==> src/rtl/divu_hilo.sv <==
// Sequential 32-iteration restoring unsigned divider that owns the HI/LO result registers.
// Remainder lands in HiOut, quotient in LoOut; both change only when a division completes.
module divu_hilo #(
  parameter int         WIDTH = 32,
  parameter logic [5:0] DIVU  = 6'b011011
) (
  input  logic             clk,
  input  logic             reset,
  input  logic [WIDTH-1:0] dataA,
  input  logic [WIDTH-1:0] dataB,
  input  logic [5:0]       Signal,
  output logic [WIDTH-1:0] HiOut,
  output logic [WIDTH-1:0] LoOut,
  output logic             busy,
  output logic             done
);

  localparam int           CW     = $clog2(WIDTH);
  localparam logic [CW-1:0] C_ZERO = {CW{1'b0}};
  localparam logic [CW-1:0] C_ONE  = {{(CW-1){1'b0}}, 1'b1};
  localparam logic [CW-1:0] C_LAST = CW'(WIDTH - 1);

  localparam logic [0:0] S_IDLE = 1'b0;
  localparam logic [0:0] S_RUN  = 1'b1;

  logic [0:0]       r_state;
  logic [WIDTH-1:0] r_divisor;
  logic [WIDTH-1:0] r_quot;
  logic [WIDTH-1:0] r_rem;
  logic [CW-1:0]    r_count;

  logic [WIDTH:0]   w_shift;
  logic [WIDTH:0]   w_trial;
  logic [WIDTH-1:0] w_rem_next;
  logic [WIDTH-1:0] w_quot_next;
  logic             w_start;

  // The partial remainder is always below the divisor, so its top bit is never stored.
  always_comb begin
    w_shift     = {r_rem, r_quot[WIDTH-1]};
    w_trial     = w_shift - {1'b0, r_divisor};
    w_start     = (Signal == DIVU);
    if (w_trial[WIDTH] == 1'b0) begin
      w_rem_next  = w_trial[WIDTH-1:0];
      w_quot_next = {r_quot[WIDTH-2:0], 1'b1};
    end else begin
      w_rem_next  = w_shift[WIDTH-1:0];
      w_quot_next = {r_quot[WIDTH-2:0], 1'b0};
    end
  end

  always_ff @(posedge clk or posedge reset) begin
    if (reset) begin
      r_state   <= S_IDLE;
      r_divisor <= {WIDTH{1'b0}};
      r_quot    <= {WIDTH{1'b0}};
      r_rem     <= {WIDTH{1'b0}};
      r_count   <= C_ZERO;
      HiOut     <= {WIDTH{1'b0}};
      LoOut     <= {WIDTH{1'b0}};
      busy      <= 1'b0;
      done      <= 1'b0;
    end else begin
      done <= 1'b0;
      case (r_state)
        S_IDLE: begin
          if (w_start) begin
            r_divisor <= dataB;
            r_quot    <= dataA;
            r_rem     <= {WIDTH{1'b0}};
            r_count   <= C_ZERO;
            busy      <= 1'b1;
            r_state   <= S_RUN;
          end
        end
        S_RUN: begin
          r_rem   <= w_rem_next;
          r_quot  <= w_quot_next;
          r_count <= r_count + C_ONE;
          // Results are published only once the final iteration resolves.
          if (r_count == C_LAST) begin
            HiOut   <= w_rem_next;
            LoOut   <= w_quot_next;
            busy    <= 1'b0;
            done    <= 1'b1;
            r_state <= S_IDLE;
          end
        end
        default: begin
          busy    <= 1'b0;
          r_state <= S_IDLE;
        end
      endcase
    end
  end

endmodule

==> config.mk <==
export PLATFORM = sky130hd
export DESIGN_NAME = divu_hilo
export DESIGN_NICKNAME = d
export VERILOG_FILES = /design/src/rtl/divu_hilo.sv
export SDC_FILE = /design/constraint.sdc
export NUM_CORES = 1
export LEC_CHECK = 0
export BUFFER_PORTS_ARGS = -buffer_cell sky130_fd_sc_hd__buf_4
export CORE_ASPECT_RATIO = 0.9
export CORE_MARGIN = 3
export CORE_UTILIZATION = 57
export DETAILED_ROUTE_END_ITERATION = 8
export PLACE_DENSITY_LB_ADDON = 0.3
export SLEW_MARGIN = 15
export SYNTH_ARGS = -nofsm -noshare
export SYNTH_HDL_FRONTEND = slang
export SYNTH_SLANG_ARGS = --single-unit
export TNS_END_PERCENT = 100
==> constraint.sdc <==
create_clock -name clk -period 7.15 [get_ports clk]
set_clock_uncertainty 0.05 [all_clocks]
set_input_delay 1.43 -clock clk [delete_from_list [all_inputs] [get_ports clk]]
set_output_delay 1.43 -clock clk [all_outputs]
set_load 0.01 [all_outputs]
# Word-level counts from Yosys, hierarchy flattened
# Cells that the tools add are included.
dict set report op_classes {
  add_sub_neg 2
  n_eq_ne 4
  n_mux 16
  bitwise 1
  reduce_logical 3
}
# op count
set ops {}
lappend ops {{32-bit one-hot mux with 2 select lines} 2}
lappend ops {{32-bit two-way mux} 3}
lappend ops {{33-bit by 32-bit subtractor with 33-bit output} 1}
lappend ops {{5-bit one-hot mux with 2 select lines} 1}
lappend ops {{1-bit two-way mux} 7}
lappend ops {{6-bit by 5-bit == test with 1-bit output, second input constant} 1}
lappend ops {{2-bit AND reduction} 3}
lappend ops {{5-bit by 1-bit adder with 5-bit output, second input constant} 1}
lappend ops {{5-bit == test, second input constant} 1}
lappend ops {{5-bit two-way mux} 1}
lappend ops {{1-bit one-hot mux with 2 select lines} 2}
lappend ops {{2-bit by 1-bit inequality test with 1-bit output, second input constant} 1}
lappend ops {{2-bit inequality test, second input constant} 1}
lappend ops {{1-bit inverter} 1}
dict set report totals {
  ff_bits 168
  input_bits 72
  elab_cells 35
}

# Depth between registers and ports, before layout
# Gate-level depths: netlist (run 1).
dict set report logic_depth {
  depth_word 3
  mapped_depth 13
  mapped_depth_nobuf 12
}

# Worst setup path before layout (run 1)
# No wires, ideal clock.
dict set report synth_path {
  path_kind {input to register}
  from {input Signal[2]}
  to {register r_quot[14]}
  setup_ps 133
  t_arrival_ps 3228
  required_time_ps 6967
  setup_slack_ps 3739
  cell_stages 7
  path_buffers 3
  path_cell_list {nor4bb_1 and3_1 clkbuf_1 buf_1 buf_1 mux2i_1 o21ai_0}
}
dict set report synth_via {
  elab_chain_cells 2
}
# item line_no
set synth_rtl {}
lappend synth_rtl {{from (decl)} 11} ;# input logic [5:0] Signal,
lappend synth_rtl {{6-bit by 5-bit == test with 1-bit output} 42} ;# w_start = (Signal == DIVU);
lappend synth_rtl {{2-bit inequality test (no source line)} -}
lappend synth_rtl {{to (signal assigned)} 56} ;# r_quot <= {WIDTH{1'b0}};
lappend synth_rtl {{to (signal assigned)} 69} ;# r_quot <= dataA;
lappend synth_rtl {{to (signal assigned)} 78} ;# r_quot <= w_quot_next;
lappend synth_rtl {{to (decl)} 28} ;# logic [WIDTH-1:0] r_quot;
# No other way between the ends.
# A chain may end at the register's enable or synchronous reset.

# Final worst setup path (run 1)
dict set report layout_path {
  from {register r_divisor[0]}
  to {register HiOut[25]}
}
dict set report layout_via {
  elab_chain_cells 2
}
# item line_no
set layout_rtl {}
lappend layout_rtl {{from (decl)} 27} ;# logic [WIDTH-1:0] r_divisor;
lappend layout_rtl {{from (signal assigned)} 55} ;# r_divisor <= {WIDTH{1'b0}};
lappend layout_rtl {{from (signal assigned)} 68} ;# r_divisor <= dataB;
lappend layout_rtl {{33-bit by 32-bit subtractor with 33-bit output} 41} ;# w_trial = w_shift - {1'b0, r_divisor};
lappend layout_rtl {{32-bit two-way mux} 43} ;# if (w_trial[WIDTH] == 1'b0) begin
lappend layout_rtl {{to (signal assigned)} 59} ;# HiOut <= {WIDTH{1'b0}};
lappend layout_rtl {{to (signal assigned)} 82} ;# HiOut <= w_rem_next;
lappend layout_rtl {{to (decl)} 12} ;# output logic [WIDTH-1:0] HiOut,
# No other way between the ends.

==> metrics.md, run 1 <==
| Metric | Value |
|---|---|
| All-Layer GR Usage | 23.5% |
| Endpoints failing hold | 0 |
| P_leak | 4.64 nW |
| Ys async rst share | 100% |
| Req. time, crit path | 7.41 ns |
| HP Class | reg -> reg |
| Period minus WS final | slightly above 4 ns |
| Drt wl/cell | about 16 um |
| DRC viols | 0 |
| Flop and latch count out of synthesis | 168 |
| CTS resizes | 0 |
| Post-synthesis sequential area ratio | 48.9% |
| Die Y | between 100 and 150 um |
| CP Launch Type | flip-flop |
| First-pass GRT wire length | about 31000 um |
| Io pins | between 100 and 150 |
| Vias in the first global route | 6327 |
| CTS Buffer Depth | 2 |
| Slew @ Worst Pin | roughly 1.1 ns |
| Starting density of the core | 59.8% |
| Final HPWL DP | 12800 um |
| Total number of vias | 6588 |
| Worst EP arrival | 4.34 ns |
| Clock network fraction of design power | between 20% and 30% |
| Largest net degree at the start of global routing | ~110 |
| Clk sinks | 168 |
| Fin worst setup slack | just over 3 ns |
| Post-synth EDFFs | 0 |
| Final setup viols | 0 |
| Syn Nets | a little under 1000 |
| TritonRoute pass-1 iters | 5 |
| PwrDens | between 300 and 400 nW/um^2 |
| Setup TNS | 0 ns |
| Status | finished clean |
| Post-DRT Antenna Nets | 0 |
| Switching pwr | ~1.6 mW |
| CTS tree | yes |
| Total grt overflow | 0 |
| Reg power frac | 33.3% |
| Floorplan row count | 41 |
| Worst-path fanout max | 24 |
| Period utilization | a little under three fifths |
| Top-count cell post-synth | dfrtp_1 |
| Placer Congestion | approximately 0.86 |
| Final std cells w/o fill | 1181 |
| Largest cells by area after synthesis | dfrtp_1 (49%), mux2i_1 (7.1%), nand2_1 (6.6%) |
| PnR Total Power | 4.07 mW |
| Yosys warns | 0 |
| Core ar. | 14400 sq um |
| Rel. slew slack | 26.7% |
| Num CTS Buffers | 17 |
| Slew Viols, Final | 0 |
| H-tree Lvls | 4 |
| Slowest-stage cell, CP | xnor2_4 |
| DR iter-0 viols | approximately 400 |
| Max-cap violations | 0 |
| Critical path cell sequence | ha_1, fa_1, nor2b_1, o2111ai_1, a211oi_2, nor3_2, a22oi_4, a41oi_4, xnor2_4, buf_4, mux2_1, mux2_2 |
| Setup repair after global routing missed its margin | false |
| Critical Path Max Stage Delay | 0.49 ns |
| Buffers on Ports | between 100 and 150 |
| Switch share | a little under two fifths |
| Final Net Count | approximately 1100 |
| Predominant post-synthesis flop cell | dfrtp_1 |
| Area Growth Syn to Fin | 20.4% |
| Worst-path clk slew | 0.06 ns |
| Crit Path Category | reg -> reg |
| Antenna violations before repair | 0 |
| Final Core Density | 72.0% |
| Postcts setup bufs | 0 |
| Total wire length | 19000 um |
| Syn avg cell area | around 9.9 sq um |
| Die X | 135 um |
| Clk Latency, worst-skew pair | 0.43 ns |
| Combinational fraction of design power | 42.3% |
| DP Worst Slack | about 3.1 ns |
| Synth Cell Area | 8590 sq um |
| Synth top area share | 48.9% |
| Hold_buf cts | 0 |
| Top cells by instance count after synthesis | dfrtp_1 (168), nand2_1 (152), o21ai_0 (84) |
| CTS root buf | clkbuf_16 |
| Die area | 16600 sq um |
| Share of cells above drive strength 1 | between 20 and 25% |
| Pint | ~2.5 mW |
| Area leader, netlist | dfrtp_1 |
| Number of placed instances with taps included | 1149 |
| Post-Syn Instances | 864 |
| Yosys cell types | 55 |
| Via density | roughly 5.6 |
| CP endpoint kind | flip-flop |
| N_diodes | 0 |
| Peak supply drop | 222 uV |
| Fmax | 0.245 GHz |
## cell usage in the layout (no fill, tap or decap), drive strengths merged, types with 2 or more instances in the layout
master / instances
clkinv: 6
or3: 2
nor2: 23
a21oi: 26
a22o: 2
o21a: 6
o211ai: 4
o41ai: 2
mux2i: 61
nand2: 152
a21o: 9
o22ai: 16
nand3: 11
xnor2: 20
nand2b: 4
ha: 34
a31oi: 4
a311oi: 3
xor2: 12
o21ai: 129
nor3: 9
and3: 3
o2111ai: 3
inv: 41
bufinv: 4
nand4: 5
and2: 2
nor2b: 4
clkbuf: 19
buf: 143
dfrtp: 168
or4: 2
mux2: 37
o21bai: 5
a211oi: 6
## logic make-up (layout without fill, tap and decap cells)
group	count (synthesis)	count (layout)	share of synthesized area, %
AO/OA/AOI/OAI	222	222	15.3
flip-flops	168	168	48.9
multiplexers	98	98	12.0
buffers and inverters	89	213	4.30
AND/OR/NAND/NOR	220	220	10.9
adder cells (fa/ha/maj)	35	35	5.19
XOR/XNOR	32	32	3.48
## stage by stage
step | area (sq um) | hold WS (ns)
6_report | 10300 | 0.437
5_1_grt | 10300 | 0.474
4_1_cts | 10300 | 0.441
3_5_place_dp | 9700 | 0.428
3_3_place_gp | 9700 | 0.420
2_1_floorplan | 8590 | 0.415
## state kept, by name, indices dropped and copies added, names as in the netlist
name,count
r_quot,32
HiOut,32
busy,1
r_state,1
r_rem,32
r_divisor,32
done,1
LoOut,32
r_count,5
## per-layer routing
metal  global-route usage [%]  part of all wire [%]  vias to the layer above
li1                         -                     -                     3240
met1                     33.8                    47                     3161
met2                     36.0                    47                      164
met3                     5.37                   4.7                       23
met4                     6.61                   1.2                        0
met5                        0                     0                        -
## power groups by stage
stage | sequential (mW) | clock, mW | combinational (mW)
floorplan | 1.34 | 0 | 1.35
global route | 1.39 | 1.05 | 1.91
global placement | 1.36 | 0 | 1.64
finish | 1.35 | 0.992 | 1.72
CTS | 1.35 | 1.01 | 1.72
detailed placement | 1.36 | 0 | 1.69
## area by class of cell
type / instances / area (sq um)
flip-flops and latches: 168 / 4210
multi-input cells: 607 / 4030
fillers: 1068 / 4020
repair buffers: 143 / 1070
clock buffers: 19 / 453
well taps: 193 / 241
clock inverters: 13 / 190
inverters: 38 / 148
## critical path, delay by kind of cell, from the launching register on
kind,cells,cell delay (ns)
AOI/OAI and AO/OA,4,0.99
xor gates and xnor gates,1,0.49
adders and majority gates,2,0.63
buffers and inverters,1,0.48
DFF,1,0.39
muxes,2,0.65
and+or+nand+nor,2,0.27
## path summary, 6_finish.rpt
kind | slack, ns | cells after the start | startpoint | endpoint
max | 3.07 | 12 | r_divisor[0]$_DFFE_PP0P_ | HiOut[25]$_DFFE_PP0P_
min | 0.44 | 2 | HiOut[19]$_DFFE_PP0P_ | HiOut[19]$_DFFE_PP0P_
max reg2reg | 3.07 | 12 | r_divisor[0]$_DFFE_PP0P_ | HiOut[25]$_DFFE_PP0P_
min reg2reg | 0.44 | 2 | HiOut[19]$_DFFE_PP0P_ | HiOut[19]$_DFFE_PP0P_
max in group asynchronous | 4.54 | 3 | reset | LoOut[6]$_DFFE_PP0P_
min in group asynchronous | 1.13 | 2 | reset | HiOut[9]$_DFFE_PP0P_
No activity file was read; power rests on OpenSTA's default activity.
==> inputs of run 2 (changes only) <==
- ABC_AREA: unset -> 1
- CORE_UTILIZATION: 57 -> 52
- clock period: 7.15 -> 3.3 ns (I/O delays scaled with it)
==> metrics.md, run 2 <==
| Metric | Value |
|---|---|
| Status | finished clean |
| Worst-path fanout max | 34 (+42%) |
| Drt wl/cell | 15.0 um (-7.2%) |
| Commonest cells after routing, fill and taps aside | nand2_1 (557), inv_1 (215), dfrtp_1 (168) |
| CP endpoint kind | flip-flop |
| CTS root buf | clkbuf_16 |
| Max-cap violations | 0 (unchanged) |
| Postcts setup bufs | 0 (unchanged) |
| Global-route track usage on met3 | 4.93% (-0.44 points) |
| Flop and latch count out of synthesis | 168 (unchanged) |
| Final Cell Area | 11400 sq um (+11%) |
| Rel. slew slack | 38.8% (+12 points) |
| Largest net degree at the start of global routing | 169 (+56%) |
| Buffers on Ports | 137 (unchanged) |
| Placer Congestion | 0.952 (+10%) |
| Share of cells above drive strength 1 | 13.1% (-9.4 points) |
| CTS Buffer Depth | 2 (unchanged) |
| Post-Syn Instances | 1341 (+55%) |
| Critical Path Max Stage Delay | 0.41 ns (-0.08 ns) |
| TritonRoute pass-1 iters | 5 (unchanged) |
| Crit Path Category | reg -> reg |
| CP Launch Type | flip-flop |
| P_leak | 6.30 nW (+36%) |
| CTS resizes | 0 (unchanged) |
| Synth Cell Area | 9580 sq um (+12%) |
| Post-synth EDFFs | 0 (unchanged) |
| All-Layer GR Usage | 25.9% (+2.5 points) |
| Family with the most delay on the worst path | simple AND/OR/NAND/NOR gates |
| Worst-path clk slew | 0.07 ns (about the same) |
| Post-DRT Antenna Nets | 0 (unchanged) |
| Vias in the first global route | 8331 (+32%) |
| Total grt overflow | 0 (unchanged) |
| Yosys warns | 0 (unchanged) |
| N_diodes | 0 (unchanged) |
| H-tree Lvls | 4 (unchanged) |
| Final hold slack | 0.376 ns (-0.0608 ns) |
| Core ar. | 17800 sq um (+24%) |
| Endpoints failing hold | 0 (unchanged) |
| Syn Nets | 1448 (+49%) |
| Starting density of the core | 53.7% (-6.1 points) |
| Top cells by instance count after synthesis | nand2_1 (558), inv_1 (216), dfrtp_1 (168) |
| First-pass GRT wire length | 41900 um (+35%) |
| Ys async rst share | 100% (unchanged) |
| Antenna violations before repair | 0 (unchanged) |
| Fin worst setup slack | 0.553 ns (-2.52 ns) |
| Hold_buf cts | 0 (unchanged) |
| DRC viols | 0 (unchanged) |
| Yosys cell types | 34 (-38%) |
| Post-synthesis sequential area ratio | 43.9% (-5.1 points) |
| Final Core Density | 64.1% (-7.9 points) |
| PwrDens | 861 nW/um^2 (+120%) |
| R2R setup slack | 0.55 ns (-2.52 ns) |
| Area Growth Syn to Fin | 19.3% |
| Num CTS Buffers | 17 (unchanged) |
| Die X | 149 um (+10%) |
| Die Y | 135 um (+10%) |
| Req. time, crit path | 3.62 ns (-3.79 ns) |
| Via density | 5.10 (-8.6%) |
| Io pins | 138 (unchanged) |
| Area leader, netlist | dfrtp_1 |
| Die area | 20100 sq um (+21%) |
| Global Route met1 Usage | 37.9% (+4.1 points) |
| Post-DP Area | 10800 sq um (+12%) |
| Critical path's most frequent cell | nand2_1 |
| GRT busiest layer | met2 |
| DP Worst Slack | 0.597 ns (-2.48 ns) |
| Critical path cell sequence | ha_1, fa_1, inv_1, nand2_1, nand2_1, nand3_1, nand2_1, nand2_1, nand2_1, nand2_1, nand2_2, nand2_4, nand2_4, nand2_1, nand2_1, nand2_1, nand2_1 |
| Final setup viols | 0 (unchanged) |
| Fmax | 0.364 GHz (+48%) |
| Clk sinks | 168 (unchanged) |
| Global Route met2 Usage | 40.2% (+4.2 points) |
| Period minus WS final | 2.75 ns (-1.33 ns) |
| Period utilization | 83.3% (+26 points) |
| Worst EP arrival | 3.07 ns (-1.27 ns) |
| Predominant post-synthesis flop cell | dfrtp_1 |
| Syn avg cell area | 7.15 sq um (-28%) |
| DR iter-0 viols | 623 (+53%) |
| Total number of vias | 8753 (+33%) |
| Synth top area share | 43.9% (-5.1 points) |
| Setup repair after global routing missed its margin | false |
| Final Net Count | 1570 (+45%) |
| Number of placed instances with taps included | 1684 (+47%) |
| Floorplan row count | 46 (+12%) |
| Commonest non-fill, non-tap cell in the layout | nand2_1 |
| HP Class | in -> reg |
| Final HPWL DP | 18500 um (+44%) |
| Slew @ Worst Pin | 0.918 ns (-0.178 ns) |
| Largest cells by area after synthesis | dfrtp_1 (44%), nand2_1 (22%), inv_1 (8.5%) |
| Slew Viols, Final | 0 (unchanged) |
| CTS tree | yes |
| Worst Path Buf+Inv | 1 (unchanged) |
| PnR Total Power | 9.84 mW (+140%) |
| Setup TNS | 0 ns (unchanged) |
| Top-count cell post-synth | nand2_1 |
| Peak supply drop | 440 uV (+98%) |
| Final std cells w/o fill | 1716 (+45%) |
| Total wire length | 25700 um (+35%) |
| Clk Latency, worst-skew pair | 0.44 ns (about the same) |
| Slowest-stage cell, CP | fa_1 |
[run 2: path summary, 6_finish.rpt]
kind | startpoint | end | cells past startpoint
min in group asynchronous | reset | LoOut[26]$_DFFE_PP0P_ | 3
max | r_divisor[0]$_DFFE_PP0P_ | HiOut[27]$_DFFE_PP0P_ | 17
max reg2reg | r_divisor[0]$_DFFE_PP0P_ | HiOut[27]$_DFFE_PP0P_ | 17
max in group asynchronous | reset | HiOut[21]$_DFFE_PP0P_ | 3
min | dataB[27] | r_divisor[27]$_DFFE_PP0P_ | 3
min reg2reg | HiOut[14]$_DFFE_PP0P_ | HiOut[14]$_DFFE_PP0P_ | 2
[run 2: worst min-delay path: stages]
cell and delay [ns]:
buf_4 0.07, nand2_1 0.04, o21ai_0 0.05
[run 2: routing by layer]
metal | vias up | part of all wire, %
met2 | 227 | 45
li1 | 4405 | -
met5 | - | 0
met4 | 0 | 1.7
met3 | 33 | 5.3
met1 | 4088 | 48
[run 2: cell type report]
type                       instances  area [sq um]
fill                            1641          6410
multi-input combinational        909          4360
clock inverter                    15           170
clock buffer                      17           425
timing repair buffer             150          1150
inverter                         217           818
tap                              240           300
sequential                       168          4200
[run 2: kinds of logic after synthesis]
| logic type | count (synthesis) | synth area share (%) |
|---|---|---|
| simple gates | 740 | 31.9 |
| buf+inv | 264 | 10.7 |
| flops | 168 | 43.9 |
| compound gates | 119 | 7.55 |
| fa+ha+maj | 35 | 4.65 |
| xor+xnor | 15 | 1.37 |
[run 2: where the power goes]
| part | switching [mW] | total, mW | leakage (nW) | internal [mW] |
|---|---|---|---|---|
| Sequential | 0.416 | 3.20 | 1.95 | 2.78 |
| Clock | 1.00 | 2.03 | 0.294 | 1.03 |
| Combinational | 2.87 | 4.61 | 4.05 | 1.74 |
==> inputs of run 3 (changes only) <==
- ABC_AREA: 1 -> 0
- CORE_UTILIZATION: 52 -> 57
- clock period: 3.3 -> 2.8 ns (I/O delays scaled with it)
==> metrics.md, run 3 (synthesis results as in run 1) <==
| Metric | Value |
|---|---|
| Status | complete, but fails checks |
| Failing checks | setup timing |
| Antenna violations before repair | 0 (unchanged) |
| Final Core Density | 83.0% (+19 points) |
| Die Y | 122 um (-9.1%) |
| Num CTS Buffers | 17 (unchanged) |
| Buffers on Ports | 137 (unchanged) |
| Clock network fraction of design power | 16.8% (-3.9 points) |
| Total number of vias | 7688 (-12%) |
| Worst EP arrival | 3.56 ns (+0.49 ns) |
| Final HPWL DP | 15300 um (-17%) |
| Req. time, crit path | 3.04 ns (-0.58 ns) |
| Area Growth Syn to Fin | 38.8% |
| Fin worst setup slack | -0.523 ns (-1.08 ns) |
| Setup repair after global routing missed its margin | true |
| CTS tree | yes |
| PwrDens | 1120 nW/um^2 (+30%) |
| Commonest cells after routing, fill and taps aside | buf_4 (255), dfrtp_1 (167), nand2_1 (150) |
| Rel. slew slack | 53.0% (+14 points) |
| Slew Viols, Final | 0 (unchanged) |
| Worst-path clk slew | 0.07 ns (about the same) |
| Via density | 5.86 (+15%) |
| Peak supply drop | 694 uV (+58%) |
| Highest routed layer | met4 |
| # fillers | 801 (-51%) |
| Drt wl/cell | 19.1 um (+28%) |
| CTS Buffer Depth | 2 (unchanged) |
| N_diodes | 0 (unchanged) |
| Switching pwr | 5.32 mW (+24%) |
| CP endpoint kind | flip-flop |
| DP Worst Slack | -0.767 ns (-1.36 ns) |
| Clk sinks | 168 (unchanged) |
| Total wire length | 25100 um (-2.3%) |
| Routed wl met3 | 1800 um (+34%) |
| Starting density of the core | 59.8% (+6.1 points) |
| Floorplan row count | 41 (-11%) |
| Met2 WL | 12700 um (+9.3%) |
| Final Net Count | 1212 (-23%) |
| Vias in the first global route | 7644 (-8.2%) |
| All-Layer GR Usage | 28.8% (+2.8 points) |
| Io pins | 138 (unchanged) |
| Period utilization | 119% (+35 points) |
| CTS root buf | clkbuf_16 |
| Max-cap violations | 0 (unchanged) |
| Clk Latency, worst-skew pair | 0.43 ns (about the same) |
| Share of cells above drive strength 1 | 36.9% (+24 points) |
| Reg power frac | 26.6% (-5.9 points) |
| Total grt overflow | 0 (unchanged) |
| Period minus WS final | 3.32 ns (+0.575 ns) |
| Worst-path fanout max | 6 (-82%) |
| DR iter-0 viols | 635 (+1.9%) |
| HP Class | in -> async |
| Commonest non-fill, non-tap cell in the layout | buf_4 |
| Crit Path Category | reg -> reg |
| Placer Congestion | 0.884 (-7.1%) |
| Largest net degree at the start of global routing | 87 (-49%) |
| Multi-input logic area | 4560 sq um (+4.6%) |
| Pint | 8.00 mW (+44%) |
| CP Launch Type | flip-flop |
| Post-DRT Antenna Nets | 0 (unchanged) |
| P_leak | 5.34 nW (-15%) |
| TritonRoute pass-1 iters | 5 (unchanged) |
| First-pass GRT wire length | 37600 um (-10%) |
| Combinational fraction of design power | 56.6% (+9.8 points) |
| Slew @ Worst Pin | 0.705 ns (-0.213 ns) |
| H-tree Lvls | 4 (unchanged) |
| Switch share | 39.9% (-3.6 points) |
| Final setup viols | 66 (+66) |
| Seq. cell area | 4210 sq um (about the same) |
| DRC viols | 0 (unchanged) |
| R2R setup slack | -0.52 ns (-1.08 ns) |
| Core ar. | 14400 sq um (-19%) |
| Final hold slack | 0.176 ns (-0.200 ns) |
| Die area | 16600 sq um (-17%) |
| M1 WL | 9860 um (-20%) |
| Die X | 135 um (-9.2%) |
| Endpoints failing hold | 0 (unchanged) |
| Fmax | 0.301 GHz (-17%) |
[run 3: cell count changes in the layout (fill, tap and decap cells not counted), moves of 14 or more]
cell,before,now
nand3b_1,23,0
mux2i_1,0,35
nand3_1,89,10
o221ai_1,28,0
buf_4,148,255
mux2_2,0,32
o21ai_1,9,36
inv_1,215,36
o21ai_2,0,14
nand2_1,557,150
nor2_1,45,22
o21ai_0,53,79
mux2i_4,0,20
[run 3: power groups by stage]
stage | Combinational, mW | Sequential [mW] | Clock (mW)
floorplan | 3.54 | 3.42 | 0
global placement | 5.32 | 3.46 | 0
detailed placement | 5.49 | 3.48 | 0
CTS | 6.38 | 3.48 | 2.25
global route | 8.01 | 3.59 | 2.38
finish | 7.54 | 3.54 | 2.24
[run 3: timing repair]
action,in CTS,in global routing
buffers inserted,14,5
gates resized for setup,53,51
gates cloned,0,1
pin swaps,9,15
endpoints found under the setup margin,66,66
hold buffers,0,0
[run 3: worst paths after layout]
check,from,end,cells past startpoint
max in group asynchronous,reset,r_divisor[21]$_DFFE_PP0P_,3
worst min register to register,HiOut[4]$_DFFE_PP0P_,HiOut[4]$_DFFE_PP0P_,2
worst min-delay path,reset,HiOut[6]$_DFFE_PP0P_,3
min in group clk,dataB[7],r_divisor[7]$_DFFE_PP0P_,3
worst max-delay path,r_quot[31]$_DFFE_PP0P_,r_rem[24]$_DFFE_PP0P_,14
worst max register to register,r_quot[31]$_DFFE_PP0P_,r_rem[24]$_DFFE_PP0P_,14
[run 3: worst max-delay path, cell delays in order, from the launching register on]
cell and delay (ns):
dfrtp_1 0.37, inv_1 0.08, ha_2 0.19, fa_2 0.38, nor2b_4 0.17, o2111ai_4 0.15
a211oi_4 0.34, nor3_4 0.09, a22oi_4 0.20, a41oi_4 0.17, xnor2_4 0.29, buf_4 0.18
buf_8 0.15, mux2i_4 0.27, o22ai_1 0.12
[run 3: metrics by stage]
stage / setup TNS [ns] / std cells / power (mW) / instance area [sq um]
after detailed placement: -44.13 / 1261 / 8.97 / 10600
after global placement: -38.73 / 1261 / 8.79 / 10600
after floorplan: -14.92 / 864 / 6.96 / 8650
after CTS: -22.77 / 1307 / 12.1 / 11600
final: -28.75 / 1311 / 13.3 / 11900
after global routing: -33.74 / 1311 / 14.0 / 11900
[run 3: area by class of cell]
| type | instances | share of cell area (%) |
|---|---|---|
| Multi-Input combinational cell | 607 | 38.3 |
| Inverter | 38 | 1.23 |
| Tap cell | 193 | 2.03 |
| Clock buffer | 19 | 3.80 |
| Clock inverter | 13 | 0.924 |
| Sequential cell | 168 | 35.3 |
| Timing Repair Buffer | 273 | 18.5 |
[run 3: routing by layer]
layer | up-vias | GRT usage, %
met5 | - | 0
met4 | 0 | 9.32
met3 | 72 | 8.20
met2 | 361 | 49.6
met1 | 3760 | 35.2
li1 | 3495 | -
